==> config.mk <==
export PLATFORM = sky130hd
export DESIGN_NAME = mem_arbiter
export DESIGN_NICKNAME = d
export VERILOG_FILES = /design/src/rtl/mem_arbiter.sv
export SDC_FILE = /design/constraint.sdc
export NUM_CORES = 1
export LEC_CHECK = 0
export ABC_CLOCK_PERIOD_IN_PS = 1420
export BUFFER_PORTS_ARGS = -buffer_cell sky130_fd_sc_hd__buf_4
export CAP_MARGIN = 20
export CORE_MARGIN = 5
export CORE_UTILIZATION = 45
export CTS_CLUSTER_SIZE = 8
export DETAILED_ROUTE_END_ITERATION = 10
export PLACE_DENSITY_LB_ADDON = 0.25
export SYNTH_ARGS = -nofsm -noshare
export SYNTH_HDL_FRONTEND = slang
export SYNTH_SLANG_ARGS = --single-unit
export TNS_END_PERCENT = 1
==> constraint.sdc <==
create_clock -name clk -period 1.42 [get_ports clk]
set_input_delay 0.142 -clock clk [delete_from_list [all_inputs] [get_ports clk]]
set_output_delay 0.142 -clock clk [all_outputs]
set_load 0.02 [all_outputs]
==> src/rtl/mem_arbiter.sv <==
// Shared main-memory port arbiter: sequences I/D block fills and D write-through
// onto one multicycle memory port and steers returning words into the caches.
module mem_arbiter #(
    parameter int MEM_LATENCY = 4,
    parameter int WORDS       = 8,
    parameter int ADDR_W      = 16
) (
    input  logic                     clk,
    input  logic                     rst_n,
    input  logic                     i_miss,
    input  logic [ADDR_W-1:0]        i_miss_addr,
    input  logic                     d_miss,
    input  logic [ADDR_W-1:0]        d_miss_addr,
    input  logic                     d_wr_req,
    input  logic [ADDR_W-1:0]        d_wr_addr,
    input  logic [15:0]              d_wr_data,
    output logic                     mem_en,
    output logic                     mem_wr,
    output logic [ADDR_W-1:0]        mem_addr,
    output logic [15:0]              mem_wdata,
    input  logic                     mem_data_valid,
    output logic                     i_fill_we,
    output logic                     d_fill_we,
    output logic [$clog2(WORDS)-1:0] fill_word,
    output logic                     i_fill_done,
    output logic                     d_fill_done,
    output logic                     d_wr_ack,
    output logic                     i_busy,
    output logic                     d_busy
);

    localparam int IDX_W  = $clog2(WORDS);
    localparam int CNT_W  = IDX_W + 1;
    localparam int BASE_W = ADDR_W - IDX_W - 1;

    typedef enum logic [2:0] {IDLE, WRITE, FILL_I, FILL_D, DONE_I, DONE_D} state_e;

    state_e              state_q, state_d;
    logic [CNT_W-1:0]    iss_q, iss_d;
    logic [CNT_W-1:0]    rcv_q, rcv_d;
    logic [BASE_W-1:0]   base_q, base_d;
    logic [ADDR_W-1:0]   wr_addr_q, wr_addr_d;
    logic [15:0]         wr_data_q, wr_data_d;

    // Byte-offset bits of miss addresses are irrelevant to a block fill; latency is not timed.
    logic unused_bits;
    assign unused_bits = ^{i_miss_addr[IDX_W:0], d_miss_addr[IDX_W:0], (MEM_LATENCY > 0)};

    always_ff @(posedge clk) begin
        if (rst_n) begin
            state_q   <= IDLE;
            iss_q     <= '0;
            rcv_q     <= '0;
            base_q    <= '0;
            wr_addr_q <= '0;
            wr_data_q <= '0;
        end else begin
            state_q   <= state_d;
            iss_q     <= iss_d;
            rcv_q     <= rcv_d;
            base_q    <= base_d;
            wr_addr_q <= wr_addr_d;
            wr_data_q <= wr_data_d;
        end
    end

    always_comb begin
        state_d     = state_q;
        iss_d       = iss_q;
        rcv_d       = rcv_q;
        base_d      = base_q;
        wr_addr_d   = wr_addr_q;
        wr_data_d   = wr_data_q;
        mem_en      = 1'b0;
        mem_wr      = 1'b0;
        mem_addr    = '0;
        mem_wdata   = '0;
        i_fill_we   = 1'b0;
        d_fill_we   = 1'b0;
        fill_word   = '0;
        i_fill_done = 1'b0;
        d_fill_done = 1'b0;
        d_wr_ack    = 1'b0;

        case (state_q)
            IDLE: begin
                if (d_miss) begin
                    base_d  = d_miss_addr[ADDR_W-1 -: BASE_W];
                    state_d = FILL_D;
                end else if (d_wr_req) begin
                    wr_addr_d = d_wr_addr;
                    wr_data_d = d_wr_data;
                    state_d   = WRITE;
                end else if (i_miss) begin
                    base_d  = i_miss_addr[ADDR_W-1 -: BASE_W];
                    state_d = FILL_I;
                end
            end
            WRITE: begin
                mem_en    = 1'b1;
                mem_wr    = 1'b1;
                mem_addr  = wr_addr_q;
                mem_wdata = wr_data_q;
                d_wr_ack  = 1'b1;
                state_d   = IDLE;
            end
            FILL_I, FILL_D: begin
                // Issue and receive run independently; only the receive count ends the fill.
                if (iss_q < CNT_W'(WORDS)) begin
                    mem_en   = 1'b1;
                    mem_addr = {base_q, iss_q[IDX_W-1:0], 1'b0};
                    iss_d    = iss_q + 1'b1;
                end
                if (mem_data_valid) begin
                    i_fill_we = (state_q == FILL_I);
                    d_fill_we = (state_q == FILL_D);
                    fill_word = rcv_q[IDX_W-1:0];
                    rcv_d     = rcv_q + 1'b1;
                    if (rcv_q == CNT_W'(WORDS - 1)) begin
                        state_d = (state_q == FILL_I) ? DONE_I : DONE_D;
                    end
                end
            end
            DONE_I: begin
                i_fill_done = 1'b1;
                iss_d       = '0;
                rcv_d       = '0;
                state_d     = IDLE;
            end
            DONE_D: begin
                d_fill_done = 1'b1;
                iss_d       = '0;
                rcv_d       = '0;
                state_d     = IDLE;
            end
            default: state_d = IDLE;
        endcase

        d_busy = (state_q == FILL_D) || (state_q == DONE_D) || (state_q == WRITE)
              || (d_miss && (state_q != DONE_D))
              || (d_wr_req && !d_wr_ack);
        i_busy = (state_q == FILL_I) || (state_q == DONE_I)
              || (i_miss && (state_q != DONE_I));
    end

endmodule

* Yosys cells after proc, flatten, opt, wreduce, memory -nomap -nowiden
Index checks and enable logic that the tools add are counted.
** Operators by class
- Eq/ne operators :: 13
- Add/sub/neg operators :: 2
- Reduce and logical (&&, ||, !) cells :: 20
- Bitwise logic cells :: 1
- Order comparisons :: 1
- Multiplexer cells :: 28
** Operator list (number)
- two-way mux 12 bit :: 3
- two-way mux 16 bit :: 2
- case mux 16 bit (2 select lines) :: 1
- two-way mux 3 bit :: 7
- case mux 4 bit (2 select lines) :: 2
- two-way mux 1 bit :: 9
- AND reduction 3 bit :: 3
- adder 4 x 1 -> 4 bit, second input constant :: 2
- two-way mux 4 bit :: 2
- inequality test 2 bit, second input constant :: 4
- equality test 3 x 2 -> 1 bit, second input constant :: 2
- equality test 3 bit, second input constant :: 2
- logical OR 1 bit :: 6
- inequality test 3 bit, second input constant :: 2
- case mux 3 bit (2 select lines) :: 1
- equality test 4 x 3 -> 1 bit, second input constant :: 1
- < comparator 4 bit, second input constant :: 1
- inequality test 4 bit, second input constant :: 1
- AND reduction 2 bit :: 2
- nonzero test 2 bit :: 2
- OR reduction 2 bit :: 2
- equality test 3 x 1 -> 1 bit, second input constant :: 1
- logical AND 1 bit :: 3
- logical NOT 3 bit :: 1
- other kinds (3) :: 3
** Word-level totals
- Output and inout port bits :: 44
- Word-level logic and storage cells :: 71
- Bits in registers :: 55

* Longest topological paths before layout
Gate-level depths: netlist of the first run.
- Word-level depth :: 5
- Mapped depth :: 6

* Worst setup path before layout of the first run
No wires, ideal clock.
- Path type :: register -> output
- From :: register state_q[0]
- To :: output mem_wdata[10]
- Path buffers :: 2
- Cell stages (with the launch flop) :: 5
- Slack :: -0.150 ns
- Arrival time :: 1.428 ns
- Path through :: dfxtp_1 -> buf_2 -> nor3b_2 -> clkbuf_1 -> and2_1
** On the way
- Cells in the longest elaborated chain, start to end :: 2
** Ends and longest elaborated chain
- from (decl) :: line 38 : state_e state_q, state_d;
- from (signal assigned) :: line 58 : state_q <= state_d;
- equality test 3 x 1 -> 1 bit :: line 85 : case (state_q)
- two-way mux 16 bit :: line 85
- to (decl) :: line 20 : output logic [15:0] mem_wdata,
No other way between the ends.

* Final worst setup path of the first run
- From :: register state_q[2]
- To :: output mem_wdata[12]
The elaborated chain is that of the path after synthesis.

==> results.txt, run 1 <==
* Tmin final: about 1700 ps
- In the synthesized netlist the dominant register cell turns out to be dfxtp_1.
- Register-to-register setup slack: -110 ps
- End-of-flow core utilization: 64.4%
- Summed over all layers, the global routing overflow is 0.
* Number of distinct library cells after synthesis: 40
- The final number of hold-violating endpoints came to 0.
* Sort of element at the end of the critical path: primary output
* Filler-free cell count of the finished design: 513
* Maximum level of the CTS H-tree: 2
- The final reports fail on negative setup slack.
- Diodes inserted: 0
- TritonCTS built the clock tree.
* Pin count of the biggest net entering global routing: 83
- Count of nets left with antenna violations after detail routing: 0
- The HPWL after detailed placement is 5030 um.
- Std-Cell Rows: 30
* Final setup fails: 88
* Capture instance of the worst register-to-register path: wr_addr_q[2]
* Die area: between 0.008 and 0.009 mm2
* Register bit total from synthesis: 55
- Commonest non-fill, non-tap cells in the layout: buf_4, nand2b_1, dfxtp_1, mux2i_1, buf_6
- The total count of max-transition violations in the final report came to 0.
- Once routing completed, OpenROAD measured the worst setup slack at -319 ps.
- Number of top-level pins: around 110
- After detailed routing, the number of remaining DRC violations is 0.
- For this run, the number of Yosys warnings is 0.
- Critical Path Source Type: flip-flop
- After synthesis the cells add up to 0.00309 mm2.
- The run finished, with violations left.
* Worst Reg-to-Reg Cells: 4
- Summed over all layers, the routed wires come to roughly 7500 um.
* Clk sinks: 55
* Cell chosen for the clock root: clkbuf_8
* Worst Path Arrival: about 1600 ps
- GRT Overall Usage: 17.5%
- After the first detailed-routing iteration, the DRC count stood at 84.
- For this design the ratio of total power to cell area is ~830 mW/mm2.
- On the final layout, the worst hold slack is 94.0 ps.
- In this run the horizontal extent of the chip is 92.9 um.
- LEAKAGE: 1.91 nW
- Post-synth net total: 394
- Number of antenna violations at the first check in global routing: 0
* Worst hold stages: 3
- Summing internal, switching and leakage power gives 3.60 mW.
- Timing analysis after detailed placement gives a worst setup slack of -120 ps.
- Number of enable-type register cells in the synthesized netlist: 0
- Proportion of register bits with asynchronous set or reset after synthesis: 0%
- Most common cell after layout, fill and taps aside: buf_4
- Clock-pin slew was measured on the worst setup and hold paths at 100 ps.
* Layout cell share with drive strength beyond 1: 40.6%
* Number of hold buffers added after cts: 0
- Maximum resistive drop on vdd: 0.381 mV
- Cell total after placement: 499
- First-pass detailed-route iteration total: 4
- Maximum root-to-sink buffer count: 2
- Via density per instance: roughly 5
* Worst Hold Class: in2reg
- End of the worst hold path: wr_addr_q[4]
- Later-pin clock latency in the skew report: 310 ps
* Source of the worst hold timing path: d_wr_addr[4]
- Area of the core region: 0.00676 mm2
- From synthesis to final layout, the design area changed by 40.7%.
- Number of max-cap violations: 0
* Total number of nets in the final design: roughly 500
- Counting every instance in the synthesized netlist gives 322.
* Actual transition at the worst max-transition pin: between 600 and 700 ps
- Buffers inserted during clock tree synthesis total 5.
- Wire length of the first global-routing pass: 12300 um
* Buffers added on ports: 105
- Slew HR: 56.1%
- Starting Density: 45.7%
- In this run the worst path has a maximum fanout of 10.
* Total number of vias: 2567
* Setup Skew: 13.8 ps
- Data on the critical path is required at its endpoint by between 1000 and 1500 ps.
- Mean post-synth cell area: 9.60 um2
- Wire length per cell: ~15 um
- Final period utilization: 122%
- The worst setup path is of the reg2out kind.
- In this run the critical register-to-register path is launched from state_q[0].
- Share of synthesized area occupied by flip-flops and latches: around 36%
- Routability-driven placement finished with a final weighted congestion of roughly 0.76.
* F_max: 575 MHz
- Number of global-route vias before repair: 2553
- Setup repair after global routing could not meet its margin everywhere.
- Die H: roughly 93 um
stage by stage:
stage	TNS [ps]	instance area (um2)
2_1_floorplan	-3490	3100
3_3_place_gp	-2670	3980
3_5_place_dp	-3570	3980
4_1_cts	-15720	4300
5_1_grt	-20390	4350
6_report	-13860	4350
cells in the mapped netlist (all sizes together), types with 2 or more instances:
cell | instances | area, um2
and2 | 18 | 113
and3 | 4 | 25.0
nor2 | 16 | 60.1
clkbuf | 13 | 48.8
dfxtp | 55 | 1100
inv | 3 | 11.3
a21oi | 6 | 30.0
a22o | 15 | 131
or2 | 3 | 18.8
nor2b | 14 | 87.6
o32ai | 2 | 17.5
o211ai | 2 | 15.0
a31oi | 2 | 12.5
nor3b | 5 | 52.6
mux2 | 12 | 169
nand4b | 2 | 17.5
nor3 | 3 | 15.0
o21ai | 2 | 10.0
ha | 2 | 25.0
nand2 | 5 | 18.8
buf | 13 | 120
mux2i | 45 | 450
nand3b | 3 | 22.5
nand2b | 67 | 419
power by group:
group          internal [mW]  total [mW]  leakage [nW]  switching (mW)
clock network          0.385       0.882        0.0470           0.498
logic                  0.571        1.01          1.41           0.444
registers               1.64        1.70         0.450          0.0600
total                   2.60        3.60          1.91            1.00
critical path, cell delays in order, from the launching register on:
cell	delay [ps]
dfxtp_2	350
buf_6	120
nor3b_4	220
buf_4	180
buf_16	120
and2_1	140
buf_4	150
what timing repair did:
item / CTS / global route
setup endpoints to repair: 87 / 88
pin swaps: 17 / 11
setup buffers: 4 / 1
endpoints found under the hold margin: 0 / 0
resized for setup: 46 / 15
cloned: 2 / 0
per-layer routing:
| metal | track usage (%) | vias up | share of wire, % |
|---|---|---|---|
| met4 | 4.27 | 0 | 0.94 |
| met2 | 28.5 | 71 | 47 |
| met1 | 23.5 | 1185 | 46 |
| met3 | 3.90 | 5 | 5.4 |
| met5 | 0 | - | 0 |
| li1 | - | 1306 | - |
worst max-delay path by stage:
stage	startpoint	to	depth (start not counted)
6_report	state_q[2]	mem_wdata[12]	6
5_1_grt	state_q[0]	mem_wdata[12]	6
4_1_cts	state_q[2]	mem_addr[14]	6
3_3_place_gp	state_q[1]	wr_data_q[3]	4
3_5_place_dp	state_q[1]	wr_addr_q[9]	4
2_1_floorplan	state_q[0]	base_q[10]	5
sequential cells by signal (all words and copies together), names as in the netlist:
name / cells
base_q: 12
wr_addr_q: 16
iss_q: 4
state_q: 3
rcv_q: 4
wr_data_q: 16
logic make-up (layout without fill, tap and decap cells):
group                    Yosys count  count (layout)  synth area share [%]
AND/OR/NAND/NOR                  145             145                  28.9
multiplexers                      57              57                  20.0
flip-flops                        55              55                  35.6
AO/OA/AOI/OAI                     32              32                  8.18
buffers and inverters             29             140                  5.83
adder cells (fa/ha/maj)            2               2                 0.810
XOR/XNOR                           2               2                 0.567
layout make-up:
class	instances	area, um2
fill	563	2410
multi-input combinational	238	1880
timing repair buffer	130	1170
sequential	55	1100
tap	80	100
clock buffer	6	82.6
inverter	3	11.3
clock inverter	1	5.00
Power figures use the tool's default switching activity.
==> run 2, diff against run 1 <==
Settings changed: MAX_ROUTING_LAYER from default to met4.
==> results.txt, run 2 (synthesis results as in run 1) <==
- Clock-pin slew was measured on the worst setup and hold paths at 100 ps.
- At the end of the flow the core is filled with cells to 64.4%.
- Using the TritonRoute via totals, the vias-per-cell ratio works out to ~5.0.
- Iteration-0 DRC Markers: 96
- Die width: between 90 and 100 um
- Max-cap violations in this run came to 0.
- Pin placement for this block handled 114 I/O pins.
* Maximum level of the CTS H-tree: 2
- The count of nets left with antenna violations once routing finished came out at 0.
* Tmin final: 1740 ps
* Number of hold buffers added after cts: 0
- Violations in the final reports: negative setup slack
* Wire length per cell: 14.6 um
- Total number of nets in the final design: between 500 and 600
- Data on the critical path arrives at its endpoint at 1600 ps.
* Total number of vias: 2557
- GRT Overall Usage: 18.1%
- Worst path max stage delay: between 300 and 400 ps
* Maximum root-to-sink buffer count: 2
- Pins Over Slew Limit: 0
* Maximum fanout count along the critical path: 10
- Counting tap cells, the placed design contains a total of 499 instances.
- Slowest stage cell, crit path: dfxtp_2
- Pin count of the biggest net entering global routing: a little over 80
- Number of global-route vias before repair: 2548
- Final Instance Area: 0.00435 mm2
* Area of the core region: 0.00676 mm2
* Final setup fails: 88
- In the layout the commonest cells are buf_4, nand2b_1, dfxtp_1, mux2i_1, buf_6.
- Number of endpoints with negative hold slack in the final report: 0
* CP Data Required Time: 1280 ps
- Setup Skew: between 10 and 15 ps
- Setup repair after global routing could not meet its margin everywhere.
* Wire length of the first global-routing pass: between 10000 and 15000 um
- Timing analysis after detailed placement gives a worst setup slack of -120 ps.
* Die H: 92.9 um
- The library cell used most frequently in the layout, excluding fill and tap cells, is buf_4.
- Worst Hold Class: in2reg
- IR analysis of the VDD net gives a maximum drop of 0.381 mV.
- In the routed design, unresolved DRC markers number 0.
* LEAKAGE: 1.91 nW
* Cell chosen for the clock root: clkbuf_8
- Derived from the worst setup path, the maximum achievable clock frequency is between 500 and 600 MHz.
- At the later pin of the worst-skew pair, clock insertion delay measures 310 ps.
* Weighted congestion reported at the end of routability-driven placement: 0.767
- Area post-placement: 0.00398 mm2
- Summed over all layers, the routed wires come to ~7500 um.
- Clk sinks: 55
* Starting Density: roughly 46%
* Worst hold stages: 3
- Clock tree from TritonCTS: yes
- Startpoint-to-endpoint class of the critical path: reg2out
- The area growth from synthesis to layout is 40.7%.
- For this run, the detailed router's first-pass iteration total came to 4.
- Layout cell share with drive strength beyond 1: between 40% and 50%
- Setup slack after layout: -319 ps
* Final period utilization: 122%
- Total overflow reported by the global router: 0
- In this design, the critical path's most frequently occurring cell is buf_4.
* Worst Reg-to-Reg Cells: 4
- Slew HR: 56.5%
- Diodes inserted: 0
- STA classifies the critical path endpoint as a primary output.
- Filler-free cell count of the finished design: 513
- In this run the power density over the cells is 828 mW/mm2.
- The die covers 0.00862 mm2.
- Final hold analysis gives a worst-case slack of 94.2 ps.
- The largest registers in the layout are wr_addr_q (16), wr_data_q (16), base_q (12).
- TritonCTS created 5 clock buffers.
- For the pin with the worst max-slew slack, the measured transition is 653 ps.
* Buffers added on ports: 105
* Cell breakdown of the critical path: buf_6 > nor3b_4 > buf_4 > buf_16 > and2_1 > buf_4
- The worst setup path is launched from a flip-flop.
- HPWL after DPL: 5030 um
- In this run the core area contains 30 standard-cell rows.
- Outcome: finished with violations
* Number of antenna violations at the first check in global routing: 0
run 2: stage by stage:
stage          TNS (ps)  total power, mW
2_1_floorplan     -3490             2.30
4_1_cts          -15720             3.63
3_3_place_gp      -2670             2.61
6_report         -13760             3.60
3_5_place_dp      -3570             2.63
5_1_grt          -20460             3.80
run 2: final cells by class:
type	count	area [um2]
Multi-Input combinational cell	238	1880
Fill cell	563	2410
Sequential cell	55	1100
Clock inverter	1	5.00
Tap cell	80	100
Inverter	3	11.3
Timing Repair Buffer	130	1170
Clock buffer	6	82.6
run 2: critical path, delay by kind of cell, from the launching register on:
| kind | cells | cell delay (ps) |
|---|---|---|
| buf+inv | 4 | 570 |
| flops | 1 | 350 |
| simple gates | 2 | 360 |
run 2: what timing repair did:
item / CTS / global route
setup buffers: 4 / 1
gates cloned: 2 / 0
setup endpoints to repair: 87 / 88
pin swaps: 17 / 11
resized for setup: 46 / 15
run 2: path summary, 6_finish.rpt:
check / from / endpoint / slack, ps
max reg2reg: state_q[0] / wr_addr_q[2] / -120
min reg2reg: wr_data_q[13] / wr_data_q[13] / 470
max: state_q[2] / mem_wdata[12] / -320
min: d_wr_data[1] / wr_data_q[1] / 90
run 2: metal layers:
metal / wire length (um) / global-route usage (%)
met1: 3470 / 24.1
met4: 71 / 4.27
met3: 378 / 3.41
met5: 0 / -
met2: 3590 / 28.4
run 2: where the power goes:
part           switching [mW]  leakage (nW)  internal [mW]
Clock                   0.499        0.0470          0.385
Combinational           0.443          1.41          0.571
Sequential             0.0601         0.450           1.64
==> run 3, diff against run 2 <==
--- a/config.mk
+++ b/config.mk
@@ -9,5 +9,4 @@
 export BUFFER_PORTS_ARGS = -buffer_cell sky130_fd_sc_hd__buf_4
 export CAP_MARGIN = 20
-export CORE_MARGIN = 5
 export CORE_UTILIZATION = 45
 export CTS_CLUSTER_SIZE = 8
==> constraint.sdc (replaced) <==
create_clock -name clk -period 1.42 [get_ports clk]
set_input_delay 0.213 -clock clk [delete_from_list [all_inputs] [get_ports clk]]
set_output_delay 0.213 -clock clk [all_outputs]
set_load 0.02 [all_outputs]
==> results.txt, run 3 (synthesis results as in run 1) <==
- Pin placement for this block handled roughly 110 I/O pins.
* CP Data Required Time: between 1000 and 1500 ps
- The congestion estimate from routability-driven global placement came to 0.830.
- Total overflow reported by the global router: 0
* Startpoint-to-endpoint class of the critical path: reg2out
- Wire length per cell: 13.4 um
- Worst path max stage delay: 340 ps
* Layout cell share with drive strength beyond 1: 38.2%
* Pins Over Slew Limit: 0
* Number of gates on the worst path with buffers counted: 5
- In this run the critical register-to-register path is captured at wr_data_q[12].
- In the final layout, the registers with the most flip-flops are wr_addr_q (16), wr_data_q (16), base_q (12).
- Kind of cell adding the most delay to the critical path: buffers and inverters
* Area of the core region: 0.00649 mm2
- Final period utilization: 123%
- In the post-route analysis, the smallest setup slack over all paths is -328 ps.
- The worst register-to-register path begins at state_q[0].
- At the end of the flow the core is filled with cells to about two thirds.
- The first global-routing pass estimated 11000 um of wire.
- Die area: 0.00720 mm2
- Total number of nets in the final design: roughly 500
- The initial antenna violation count was 0.
- Worst Hold Class: in2reg
- The tree built by TritonCTS fans out to 55 sinks.
* Maximum resistive drop on vdd: 0.416 mV
* Count of nets left with antenna violations after detail routing: 0
- The H-tree was split into 2 levels.
- Across every metal layer, demand over resource in global routing totals a little under 20%.
- Buffers added to address setup during post-CTS repair amount to 0.
* Actual transition at the worst max-transition pin: 519 ps
- Die H: about 85 um
- The flow ran to the end, but the final reports show violations.
- The number of global-route vias before repair was 2387.
* Cell breakdown of the critical path: buf_4 > nor3b_4 > buf_12 > a22o_1 > buf_6
- The initial utilization of the core area, before any placement, comes to between 40% and 50%.
- Number of hold buffers added after cts: 0
- Crit path to: mem_addr[9]
* Buffer and inverter count on the worst path: 3
- Signed area change from the synthesized netlist to the final layout: 39.0%
- The final number of hold-violating endpoints is 0.
* Die width: about 85 um
- For this run, the top clock speed supported by timing is 572 MHz.
- TritonCTS built the clock tree.
* Commonest non-fill, non-tap cells in the layout: buf_4, nand2b_1, dfxtp_1, mux2i_1, buf_6
- Worst hold stages: 3
- Post-Route WL: 6860 um
- Buffers added on ports: 105
* Power Dens Cells: 880 mW/mm2
- Fillers: roughly 550
- The worst path in the final design needs a cycle of between 1500 and 2000 ps, including I/O delays and setup.
- For the final database, setup skew stands at about 11 ps.
- CTS placed an instance of clkbuf_8 at the clock tree root.
- Most common cell after layout, fill and taps aside: buf_4
* Maximum fanout count along the critical path: 30
* Clock transition at the registers of the reported paths: 110 ps
* Diodes inserted: 0
- Later-pin clock latency in the skew report: roughly 320 ps
- Min Hold Slack: 153 ps
* Pin count of the biggest net entering global routing: 33
* Worst Path Arrival: 1540 ps
- Setup violations remaining at the end of the flow were counted as 88.
- Launch point of the worst path: state_q[1]
* Setup repair after global routing missed its margin: yes
- In this run the register-to-register setup slack is -140 ps.
- In this run the tightest slew margin relative to its limit is between 60% and 70%.
* Violations in the final reports: design-rule violations, negative setup slack
* Number of max-cap violations: 0
* LEAKAGE: 1.90 nW
* Critical Path Source Type: flip-flop
- Buffers inserted during clock tree synthesis total 5.
- HPWL after DPL: 4990 um
- Via density per instance: 5.03
* Std-Cell Rows: 29
* Total number of vias: 2576
- Pre-CTS setup slack: -143 ps
* Total Neg Setup Slack: -16170 ps
* Slowest stage cell, crit path: dfxtp_2
- In the routed design, unresolved DRC markers number 8.
- The clock passes through at most 2 buffers.
- The number of cells on the worst reg-to-reg path is 4.
* First-pass detailed-route iteration total: 9
- The worst setup path is captured at a primary output.
- After the first detailed-routing iteration, the DRC count stood at 68.
run 3: cell count changes in the layout (fill, tap and decap cells not counted), moves of 2 or more:
| cell | delta |
|---|---|
| nor3_1 | +2 |
| buf_6 | -20 |
| and2_4 | -9 |
| and2_1 | +9 |
| nor3_2 | -2 |
| buf_12 | +2 |
| buf_4 | +20 |
run 3: power breakdown:
part           switching (mW)  internal [mW]  leakage (nW)
sequential             0.0590           1.64         0.450
combinational           0.422          0.533          1.39
clock                   0.540          0.581        0.0618
run 3: stage by stage:
stage,power [mW],area [um2],instances
6_report,3.78,4300,512
5_1_grt,3.96,4300,512
4_1_cts,3.81,4270,512
3_5_place_dp,2.66,4070,504
3_3_place_gp,2.65,4070,504
2_1_floorplan,2.31,3110,322
run 3: worst min path at each step:
stage / startpoint / end / slack (ps)
after global routing: d_wr_data[1] / wr_data_q[1] / 150
after detailed placement: wr_data_q[10] / wr_data_q[10] / 460
after CTS: d_wr_data[0] / wr_data_q[0] / 150
after global placement: wr_data_q[13] / wr_data_q[13] / 450
after floorplan: d_wr_addr[0] / wr_addr_q[0] / 370
final: d_wr_data[0] / wr_data_q[0] / 150
run 3: worst min-delay path: stages:
cell and delay [ps]:
buf_4 110, nand2b_1 50, mux2i_1 60
run 3: timing repair:
action                                  in CTS  in global routing
pin swaps                                    7                  4
endpoints found under the setup margin      89                 89
gates resized for setup                     23                  4
run 3: area by class of cell:
type	instances	area, um2	share of cell area, %
Clock buffer	6	82.6	1.92
Clock inverter	2	38.8	0.903
Inverter	3	11.3	0.262
Multi-Input combinational cell	238	1860	43.2
Sequential cell	55	1100	25.7
Tap cell	77	96.3	2.24
Timing Repair Buffer	131	1100	25.7
run 3: metal layers:
layer / part of all wire, % / GRT usage, % / wire length, um
met1: 46 / 25.0 / 3150
met2: 48 / 31.6 / 3270
met3: 5.2 / 3.21 / 357
met4: 1.3 / 6.47 / 87
met5: 0 / - / 0
